`config.mk`:
```
export PLATFORM = sky130hd
export DESIGN_NAME = sar_adc_ctrl
export DESIGN_NICKNAME = d
export VERILOG_FILES = /design/src/rtl/sar_adc_ctrl.sv
export SDC_FILE = /design/constraint.sdc
export NUM_CORES = 1
export LEC_CHECK = 0
export CAP_MARGIN = 5
export CORE_ASPECT_RATIO = 0.5
export CORE_MARGIN = 5
export CORE_UTILIZATION = 50
export DETAILED_ROUTE_END_ITERATION = 10
export PLACE_DENSITY = 0.75
export SLEW_MARGIN = 20
export SYNTH_ARGS = -nofsm -noshare
export SYNTH_HDL_FRONTEND = slang
export SYNTH_SLANG_ARGS = --single-unit
```
`constraint.sdc`:
```
create_clock -name clk -period 2 [get_ports clk]
set_input_delay 0.4 -clock clk [delete_from_list [all_inputs] [get_ports clk]]
set_output_delay 0.4 -clock clk [all_outputs]
set_load 0.005 [all_outputs]
```
`src/rtl/sar_adc_ctrl.sv`:
```
// sar_adc_ctrl: successive-approximation controller for the comparator/DAC loop.
//
// Each conversion samples the input for SAMPLE_CYC cycles and then resolves one
// bit per SETTLE-cycle window, MSB first. The comparator decision is taken
// through a 2-flop synchronizer in the last cycle of every window.
//
// Ports:
//   clk        system clock
//   rst_n      asynchronous active-low reset (synchronous release expected)
//   start      conversion request, level-sampled in IDLE and DONE only
//   cmp_in     raw comparator output, asynchronous; 1 = vin >= DAC voltage
//   sample_en  high during the acquisition window
//   dac_code   trial code to the DAC; holds the final result while idle
//   busy       high in SAMPLE and CONVERT
//   done       one-cycle pulse, result valid in that cycle
//   result     last completed conversion, held until the next done
//
// Handshake: start is a level request with no ready signal; it is honoured
// only when busy is low (IDLE, or the DONE cycle for back-to-back operation)
// and dropped silently otherwise. done is a single-cycle valid with no
// back-pressure; result stays stable after it until the next done.
module sar_adc_ctrl #(
    parameter int WIDTH      = 8,
    parameter int SAMPLE_CYC = 4,
    parameter int SETTLE     = 4
) (
    input  logic             clk,
    input  logic             rst_n,
    input  logic             start,
    input  logic             cmp_in,
    output logic             sample_en,
    output logic [WIDTH-1:0] dac_code,
    output logic             busy,
    output logic             done,
    output logic [WIDTH-1:0] result
);

    localparam int IW = (WIDTH > 1) ? $clog2(WIDTH) : 1;
    localparam logic [3:0]    SAMPLE_LAST = 4'(SAMPLE_CYC - 1);
    localparam logic [3:0]    SETTLE_LAST = 4'(SETTLE - 1);
    localparam logic [IW-1:0] MSB_IDX     = IW'(WIDTH - 1);

    typedef enum logic [1:0] {
        S_IDLE    = 2'd0,
        S_SAMPLE  = 2'd1,
        S_CONVERT = 2'd2,
        S_DONE    = 2'd3
    } state_t;

    state_t           state_q, state_d;
    logic             cmp_meta, cmp_s;
    logic [3:0]       cnt_q, cnt_d;
    logic [IW-1:0]    idx_q, idx_d;
    logic [WIDTH-1:0] code_q, code_d;
    logic [WIDTH-1:0] result_q, result_d;
    logic [WIDTH-1:0] bit_mask, decided;

    // Two-flop synchronizer; cmp_in is never used anywhere else.
    always_ff @(posedge clk or negedge rst_n) begin
        if (!rst_n) begin
            cmp_meta <= 1'b0;
            cmp_s    <= 1'b0;
        end else begin
            cmp_meta <= cmp_in;
            cmp_s    <= cmp_meta;
        end
    end

    always_ff @(posedge clk or negedge rst_n) begin
        if (!rst_n) begin
            state_q  <= S_IDLE;
            cnt_q    <= '0;
            idx_q    <= '0;
            code_q   <= '0;
            result_q <= '0;
        end else begin
            state_q  <= state_d;
            cnt_q    <= cnt_d;
            idx_q    <= idx_d;
            code_q   <= code_d;
            result_q <= result_d;
        end
    end

    always_comb begin
        state_d  = state_q;
        cnt_d    = cnt_q;
        idx_d    = idx_q;
        code_d   = code_q;
        result_d = result_q;
        // code_q always carries the kept upper bits plus the bit under trial,
        // so deciding a bit only ever needs to clear it.
        bit_mask = WIDTH'(1) << idx_q;
        decided  = cmp_s ? code_q : (code_q & ~bit_mask);

        case (state_q)
            S_IDLE: begin
                if (start) begin
                    state_d = S_SAMPLE;
                    cnt_d   = '0;
                end
            end
            S_SAMPLE: begin
                if (cnt_q == SAMPLE_LAST) begin
                    state_d = S_CONVERT;
                    cnt_d   = '0;
                    idx_d   = MSB_IDX;
                    code_d  = WIDTH'(1) << (WIDTH - 1);
                end else begin
                    cnt_d = cnt_q + 4'd1;
                end
            end
            S_CONVERT: begin
                if (cnt_q == SETTLE_LAST) begin
                    cnt_d = '0;
                    if (idx_q == '0) begin
                        code_d   = decided;
                        result_d = decided;
                        state_d  = S_DONE;
                    end else begin
                        code_d = decided | (bit_mask >> 1);
                        idx_d  = idx_q - IW'(1);
                    end
                end else begin
                    cnt_d = cnt_q + 4'd1;
                end
            end
            S_DONE: begin
                cnt_d   = '0;
                state_d = start ? S_SAMPLE : S_IDLE;
            end
            default: begin
                state_d = S_IDLE;
            end
        endcase
    end

    assign sample_en = (state_q == S_SAMPLE);
    assign busy      = (state_q == S_SAMPLE) || (state_q == S_CONVERT);
    assign done      = (state_q == S_DONE);
    assign dac_code  = code_q;
    assign result    = result_q;

    // Fewer than three cycles per trial cannot cover the synchronizer delay.
    always_ff @(posedge clk) begin
        if (rst_n) begin
            assert (SETTLE >= 3)
            else $error("sar_adc_ctrl: SETTLE=%0d is below 3", SETTLE);
        end
    end

endmodule

```
==> results of run 1 <==
registers in the layout (all words and copies together), names as in the netlist:
register,flops
dac_code,8
result,8
cnt_q,4
idx_q,3
state_q,2
cmp_meta,1
cmp_s,1
Yosys cell counts (2+ instances only):
master,number
inv_1,7
nand3_1,8
a21boi_0,3
o31ai_1,3
and2_1,2
nor2b_1,2
nor2_1,4
o21ai_1,2
dfrtp_1,27
o21ai_0,13
clkbuf_1,3
a21o_1,4
a2bb2oi_1,2
ha_1,11
a21oi_1,5
nand2_1,33
a32o_1,2
power by group through the flow:
stage                     logic (uW)  clock network [uW]  registers [uW]
final                           1330                 309             929
after global routing            1490                 342             958
after detailed placement        1260                   0             946
after CTS                       1330                 320             930
after global placement          1250                   0             935
after floorplan                  722                   0             916
worst reg2reg max path, stage by stage, from the launching register on:
cell	delay, ns
dfrtp_1	0.42
inv_1	0.14
ha_1	0.28
or2b_4	0.30
o21ai_2	0.15
nand3_2	0.11
mux2_4	0.30
cell families after synthesis:
group / synth area share (%)
AO/OA/AOI/OAI: 17.5
multiplexers: 1.06
AND/OR/NAND/NOR: 21.2
adder cells (fa/ha/maj): 9.74
buffers and inverters: 2.66
flip-flops: 47.8
cell type report:
type / count / area, um2 / share of cell area, %
clock buffers: 4 / 45.0 / 2.54
well taps: 37 / 46.3 / 2.61
repair buffers: 26 / 265 / 15.0
multi-input cells: 109 / 714 / 40.3
flip-flops and latches: 27 / 676 / 38.1
inverters: 7 / 26.3 / 1.48
how the worst max path moves through the flow:
stage | cells past startpoint | end | slack (ns) | from
2_1_floorplan | 6 | state_q[1] | 0.35 | idx_q[0]
6_report | 3 | sample_en | 0.1 | state_q[1]
4_1_cts | 3 | busy | 0.03 | state_q[0]
5_1_grt | 3 | sample_en | 0.02 | state_q[1]
3_3_place_gp | 3 | busy | 0.21 | state_q[1]
3_5_place_dp | 3 | busy | 0.19 | state_q[1]
placed cells by master (no fill, tap or decap), types with 4 or more instances in the layout:
cell             synthesis  layout
clkdlybuf4s50_1          0      21
nor2_1                   4       4
ha_1                    11       9
o21ai_0                 13      13
nand3_1                  8       8
dfrtp_1                 27      27
nand2_1                 33      33
a21oi_1                  5       5
inv_1                    7       5
a21o_1                   4       4
layer usage:
metal	GRT usage, %	share of wire, %	vias up
li1	-	-	562
met1	21.3	50	513
met2	26.1	43	33
met3	4.12	6.1	4
met4	3.79	1.0	0
met5	0	0	-
through the flow:
stage	util, %	instances	setup WS, ns	area, um2	hold slack [ns]
after floorplan	-	146	0.354	1410	0.104
after global placement	63.9	204	0.209	1700	0.336
after detailed placement	63.9	204	0.189	1700	0.342
after CTS	66.4	209	0.0328	1760	0.363
after global routing	66.9	210	0.0183	1770	0.385
final	66.9	210	0.0962	1770	0.359
timing repair:
item | CTS | global route
buffers inserted | 1 | 1
pin swaps | 0 | 0
setup endpoints to repair | 1 | 2
resized for setup | 2 | 3
==> metrics, run 1 <==
drt wl/cell=13.6 um; worst r2r src=idx_q[0]; DRT antenna net count=0; flop2flop setup slack=0.19 ns; initial core utilization=53.3%; final number of setup-violating endpoints=0; power per cell area=1450 mW/mm2; buffer and inverter count on the worst path=2; DIE AREA=0.00405 mm2; clock network power share=12.0%; Tot Pwr=2570 uW; Arr. time, crit path=1.50 ns; Clock Skew=0.00214 ns; fmax=0.525 GHz; highest cell delay on the worst timing path=0.51 ns; Crit Path Class=flip-flop to output pin; row cnt=13; CP Max Fanout=3; CP top delay family=buffers and inverters; Leakage=0.000822 uW; Critical Path Start Type=flip-flop; status=finished, final reports clean; Net Switching=918 uW; Final TNS setup=0 ns; RSZ-0062 raised after global routing=no; RR Endpoint=state_q[1]; Root Driver=clkbuf_8; global placer's final weighted congestion=0.789; die width=85.2 um; Crit-path slowest cell=clkdlybuf4s50_1; # H-tree levels=1; DR iter-0 viols=117; crit-path cells=inv_2, ha_2, clkdlybuf4s50_1; Worst-Skew Late Latency=0.27 ns; Core ar.=0.00265 mm2; height of the chip=47.6 um; drt first pass iters=4; gr ovfl total=0; antenna violations before repair=0; clock-pin slew on the worst setup and hold paths=0.09 ns; synthesized net count=161; flops & latches, synth=27; cells after synthesis=146; drt drc=0; Worst Max-Slew Pin Slew=0.409 ns; Final Hold Viols=0; worst hold stages=0; Post-synth EDFFs=0; Net Sw Frac=35.7%; crit share post-route=95.2%; global-route wire length before repair=4890 um; Total Wirelength=2870 um; Peak supply drop=859 uV; I/O Buffers=22; Tmin final=1.90 ns; syn_area_per_cell=9.68 um2; ant diodes=0; P&R area growth vs syn=25.5%; Int Pwr=1660 uW; Final nets=189; hold_buf cts=0; register area share after synthesis=47.8%; Synth warnings=0; FILL cells=225; HP Class=flip-flop to flip-flop; Netlist cell types=32; Synth top area share=47.8%; CTS Buf Count=3; IO Count=23; DP HPWL=2100 um; Slew HR=72.7%; Hold Crit Endpoint=cmp_s; via count=1112; Worst Setup End Kind=output pin; Comb power frac=51.9%; Sequential Power Share=36.1%; Most used DFF post-synth=dfrtp_1; GRT Total Usage=15.7%; share of post-route cells with drive strength above 1=10.4%; Area contributors post-synth=dfrtp_1 (48%), ha_1 (9.7%), nand2_1 (8.8%); Max Slew Vio Count=0; Post-synth ARST share=100%; vias in the first global route=1019; TritonCTS clock tree=built; CTS Buffer Depth=2; CP Data Required Time=1.60 ns; worst r2r path cells=6; area leader, netlist=dfrtp_1; pin count of the biggest net entering global routing=22; MaxCap Viol Count=0; hold path start=cmp_meta; Mapped Area=0.00141 mm2; vias per cell=5.30; clock sink total=27
Note: power is estimated with default switching activity, not from simulation.
==> inputs of run 2 (changes only) <==
==> constraint.sdc (replaced) <==
create_clock -name clk -period 2.3 [get_ports clk]
set_input_delay 0.46 -clock clk [delete_from_list [all_inputs] [get_ports clk]]
set_output_delay 0.46 -clock clk [all_outputs]
set_load 0.005 [all_outputs]
==> metrics, run 2 (same netlist as run 1, synthesis figures left out) <==
Clock Skew=0.00675 ns (+0.00461 ns); DP HPWL=2030 um (-3.6%); Max Slew Vio Count=0 (unchanged); worst slack, placed=0.438 ns (+0.249 ns); Worst path depth=3 (unchanged); Arr. time, crit path=1.73 ns (+0.23 ns); Peak supply drop=753 uV (-12%); drt drc=0 (unchanged); Final TNS setup=0 ns (unchanged); Tot Pwr=2170 uW (-16%); IO Count=23 (unchanged); post-CTS sizing=0 (-2); flop2flop setup slack=0.38 ns (+0.19 ns); vias per cell=5.43 (+2.5%); clock-pin slew on the worst setup and hold paths=0.09 ns (about the same); share of post-route cells with drive strength above 1=6.47% (-3.9 points); TritonCTS clock tree=built; Tmin final=2.19 ns; status=finished, final reports clean; DRT antenna net count=0 (unchanged); CTS Buf Count=3 (unchanged); GRT Total Usage=14.9% (-0.79 points); gr ovfl total=0 (unchanged); CTS Buffer Depth=2 (unchanged); CP startpoint=state_q[1]; row cnt=13 (unchanged); drt first pass iters=4 (unchanged); antenna violations before repair=0 (unchanged); # H-tree levels=1 (unchanged); Worst-Skew Late Latency=0.28 ns (about the same); RR Endpoint=dac_code[6]; crit-path cells=inv_1, ha_1, clkdlybuf4s50_1; P&R area growth vs syn=21.8%; post-CTS setup buffer count=0 (-1); ant diodes=0 (unchanged); MaxCap Viol Count=0 (unchanged); via count=1124 (+1.1%); CP top delay family=buffers and inverters; pin count of the biggest net entering global routing=22 (unchanged); global placer's final weighted congestion=0.813 (+3.2%); Worst Setup End Kind=output pin; Crit Path Class=flip-flop to output pin; final number of setup-violating endpoints=0 (unchanged); Critical Path Start Type=flip-flop; Leakage=0.000799 uW (-2.8%); commonest non-fill, non-tap cell in the layout=nand2_1; Hold Crit Endpoint=cmp_s; most frequent cells in the layout=nand2_1 (33), dfrtp_1 (27), clkdlybuf4s50_1 (22); clock sink total=27 (unchanged); Final nets=186 (-1.6%); DIE AREA=0.00405 mm2 (unchanged); CP Max Fanout=6 (+3); CP Data Required Time=1.84 ns (+0.24 ns); Final Hold Viols=0 (unchanged); initial core utilization=53.3% (unchanged); worst r2r src=state_q[0]; final worst setup slack=0.114 ns (+0.0181 ns); fmax=0.458 GHz; worst hold stages=0 (unchanged); vias in the first global route=1034 (+1.5%); buffer and inverter count on the worst path=2 (unchanged); hold_buf cts=0 (unchanged); I/O Buffers=22 (unchanged); DR iter-0 viols=66 (-44%); global-route wire length before repair=4690 um (-4.0%); highest cell delay on the worst timing path=0.53 ns (+0.02 ns); HP Class=flip-flop to flip-flop; Total Wirelength=2800 um (-2.2%); Crit-path slowest cell=clkdlybuf4s50_1; crit share post-route=95.0%; power per cell area=1260 mW/mm2 (-13%); Worst Max-Slew Pin Slew=0.804 ns (+0.396 ns); Slew HR=46.0% (-27 points); hold path start=cmp_meta; drt wl/cell=13.5 um (-0.75%); worst r2r path cells=5 (-1); Core ar.=0.00265 mm2 (unchanged); Root Driver=clkbuf_8; die width=85.2 um (unchanged); RSZ-0062 raised after global routing=no; height of the chip=47.6 um (unchanged)
[run 2: changes by cell type in the layout (fill, tap and decap cells not counted), sizes merged]
cell,before,now
buf,4,1
clkdlybuf4s50,21,22
dlymetal6s2s,1,0
[run 2: stage by stage]
step	area, um2	utilization, %	instances	hold slack [ns]
after floorplan	1410	-	146	0.164
after global placement	1680	63.2	203	0.334
after detailed placement	1680	63.2	203	0.338
after CTS	1720	64.9	207	0.360
after global routing	1720	64.9	207	0.375
final	1720	64.9	207	0.357
[run 2: worst max-delay path by stage]
| stage | endpoint |
|---|---|
| 2_1_floorplan | state_q[1] |
| 3_3_place_gp | busy |
| 3_5_place_dp | dac_code[6] |
| 4_1_cts | busy |
| 5_1_grt | busy |
| 6_report | busy |
[run 2: final cells by class]
cell class	instances	area, um2
clock buffers	4	45.0
well taps	37	46.3
repair buffers	23	228
multi-input cells	109	699
inverters	7	26.3
fillers	216	931
flip-flops and latches	27	676
[run 2: layer usage]
layer	vias up	wire, um	track usage, %
met5	-	0	0
met4	0	4	3.79
met3	2	197	3.95
met2	41	1230	25.8
met1	527	1370	19.4
li1	554	-	-
[run 2: power breakdown]
| part | internal (uW) | total, uW | switching [uW] |
|---|---|---|---|
| logic | 606 | 1080 | 476 |
| clock network | 124 | 275 | 151 |
| registers | 658 | 812 | 154 |
==> inputs of run 3 (changes only) <==
--- a/config.mk
+++ b/config.mk
@@ -6,7 +6,7 @@
 export NUM_CORES = 1
 export LEC_CHECK = 0
 export CAP_MARGIN = 5
-export CORE_ASPECT_RATIO = 0.5
+export CORE_ASPECT_RATIO = 1.5
 export CORE_MARGIN = 5
 export CORE_UTILIZATION = 50
 export DETAILED_ROUTE_END_ITERATION = 10
==> metrics, run 3 (same netlist as run 1, synthesis figures left out) <==
status=finished, final reports clean; Clock Skew=0.00244 ns (-0.00431 ns); DR iter-0 viols=30 (-55%); Peak supply drop=773 uV (+2.6%); ant diodes=0 (unchanged); DP HPWL=2290 um (+13%); gr ovfl total=0 (unchanged); Crit Path Class=flip-flop to output pin; MaxCap Viol Count=0 (unchanged); Arr. time, crit path=1.73 ns (about the same); GRT Total Usage=16.3% (+1.4 points); fin util=63.6% (-1.3 points); CP Data Required Time=1.84 ns (about the same); Critical Path Start Type=flip-flop; # H-tree levels=1 (unchanged); final number of setup-violating endpoints=0 (unchanged); worst slack, placed=0.401 ns (-0.0374 ns); most frequent cells in the layout=nand2_1 (33), dfrtp_1 (27), clkdlybuf4s50_1 (22); IO Count=23 (unchanged); RSZ-0062 raised after global routing=no; row cnt=23 (+10); Final Hold Viols=0 (unchanged); clock-pin slew on the worst setup and hold paths=0.09 ns (about the same); Leakage=0.000799 uW (unchanged); fmax=0.456 GHz (-0.24%); global placer's final weighted congestion=0.895 (+10%); CTS Buffer Depth=2 (unchanged); die width=53.4 um (-37%); CP Max Fanout=6 (unchanged); Max Slew Vio Count=0 (unchanged); via count=1137 (+1.2%); I/O Buffers=22 (unchanged); CTS Buf Count=3 (unchanged); Worst Setup End Kind=output pin; DRT antenna net count=0 (unchanged); Final TNS setup=0 ns (unchanged); pin count of the biggest net entering global routing=28 (+27%); share of post-route cells with drive strength above 1=6.47% (unchanged); global-route wire length before repair=4950 um (+5.4%); Total Wirelength=2940 um (+4.7%); Tmin final=2.19 ns (+0.00536 ns); Worst Max-Slew Pin Slew=0.828 ns (+0.0241 ns); Slew HR=44.4% (-1.6 points); P&R area growth vs syn=21.8% (unchanged); vias in the first global route=1149 (+11%); post-CTS setup buffer count=0 (unchanged); final worst setup slack=0.109 ns (-0.00536 ns); hold_buf cts=0 (unchanged); TritonCTS clock tree=built; antenna violations before repair=0 (unchanged); height of the chip=75.1 um (+58%); clock sink total=27 (unchanged); vias per cell=5.49 (+1.2%); drt drc=0 (unchanged); commonest non-fill, non-tap cell in the layout=nand2_1; initial core utilization=52.2% (-1.1 points); crit share post-route=95.3% (+0.23 points); drt first pass iters=4 (unchanged); HP Class=flip-flop to flip-flop; Root Driver=clkbuf_8; Core ar.=0.00271 mm2 (+2.0%); drt wl/cell=14.2 um (+4.7%); post-CTS sizing=0 (unchanged); DIE AREA=0.00401 mm2 (-1.1%); power per cell area=1270 mW/mm2 (+0.58%); Final nets=186 (unchanged); Worst-Skew Late Latency=0.26 ns (-0.02 ns)
==> run 3: cell counts in the layout (fill, tap and decap cells not counted) <==
Identical to the previous run, type by type.
==> run 3: worst paths after layout <==
kind | end | slack (ns) | startpoint | cells after the start
hold / removal | cmp_s | 0.36 | cmp_meta | 0
setup reg to reg | dac_code[7] | 0.40 | state_q[0] | 5
min in group asynchronous | idx_q[0] | 0.57 | rst_n | 2
setup / recovery | busy | 0.11 | state_q[1] | 3
hold reg to reg | cmp_s | 0.36 | cmp_meta | 0
max in group asynchronous | dac_code[1] | 1.47 | rst_n | 2
==> run 3: final cells by class <==
class | instances | area, um2
fillers | 228 | 985
flip-flops and latches | 27 | 676
well taps | 37 | 46.3
inverters | 7 | 26.3
repair buffers | 23 | 228
multi-input cells | 109 | 699
clock buffers | 4 | 45.0
==> run 3: where the power goes <==
part           switching (uW)  total, uW  internal [uW]  leakage, uW
Combinational             492       1100            609     0.000446
Clock                     138        262            124    0.0000228
Sequential                162        820            658     0.000330
==> run 3: metrics by stage <==
stage / power, uW / instances / instance area, um2 / hold slack, ns
6_report: 2180 / 207 / 1720 / 0.358
5_1_grt: 2360 / 207 / 1720 / 0.362
4_1_cts: 2200 / 207 / 1720 / 0.356
3_5_place_dp: 1930 / 203 / 1680 / 0.336
3_3_place_gp: 1890 / 203 / 1680 / 0.332
2_1_floorplan: 1420 / 146 / 1410 / 0.164
==> run 3: metal layers <==
metal,wire length (um),track usage (%)
met5,0,0
met4,27,6.82
met2,1610,30.6
met1,1180,17.9
met3,123,2.18
==> run 3: worst max-delay path: stages, from the launching register on <==
cell and delay (ns):
dfrtp_1 0.44, inv_1 0.11, ha_1 0.38, clkdlybuf4s50_1 0.53
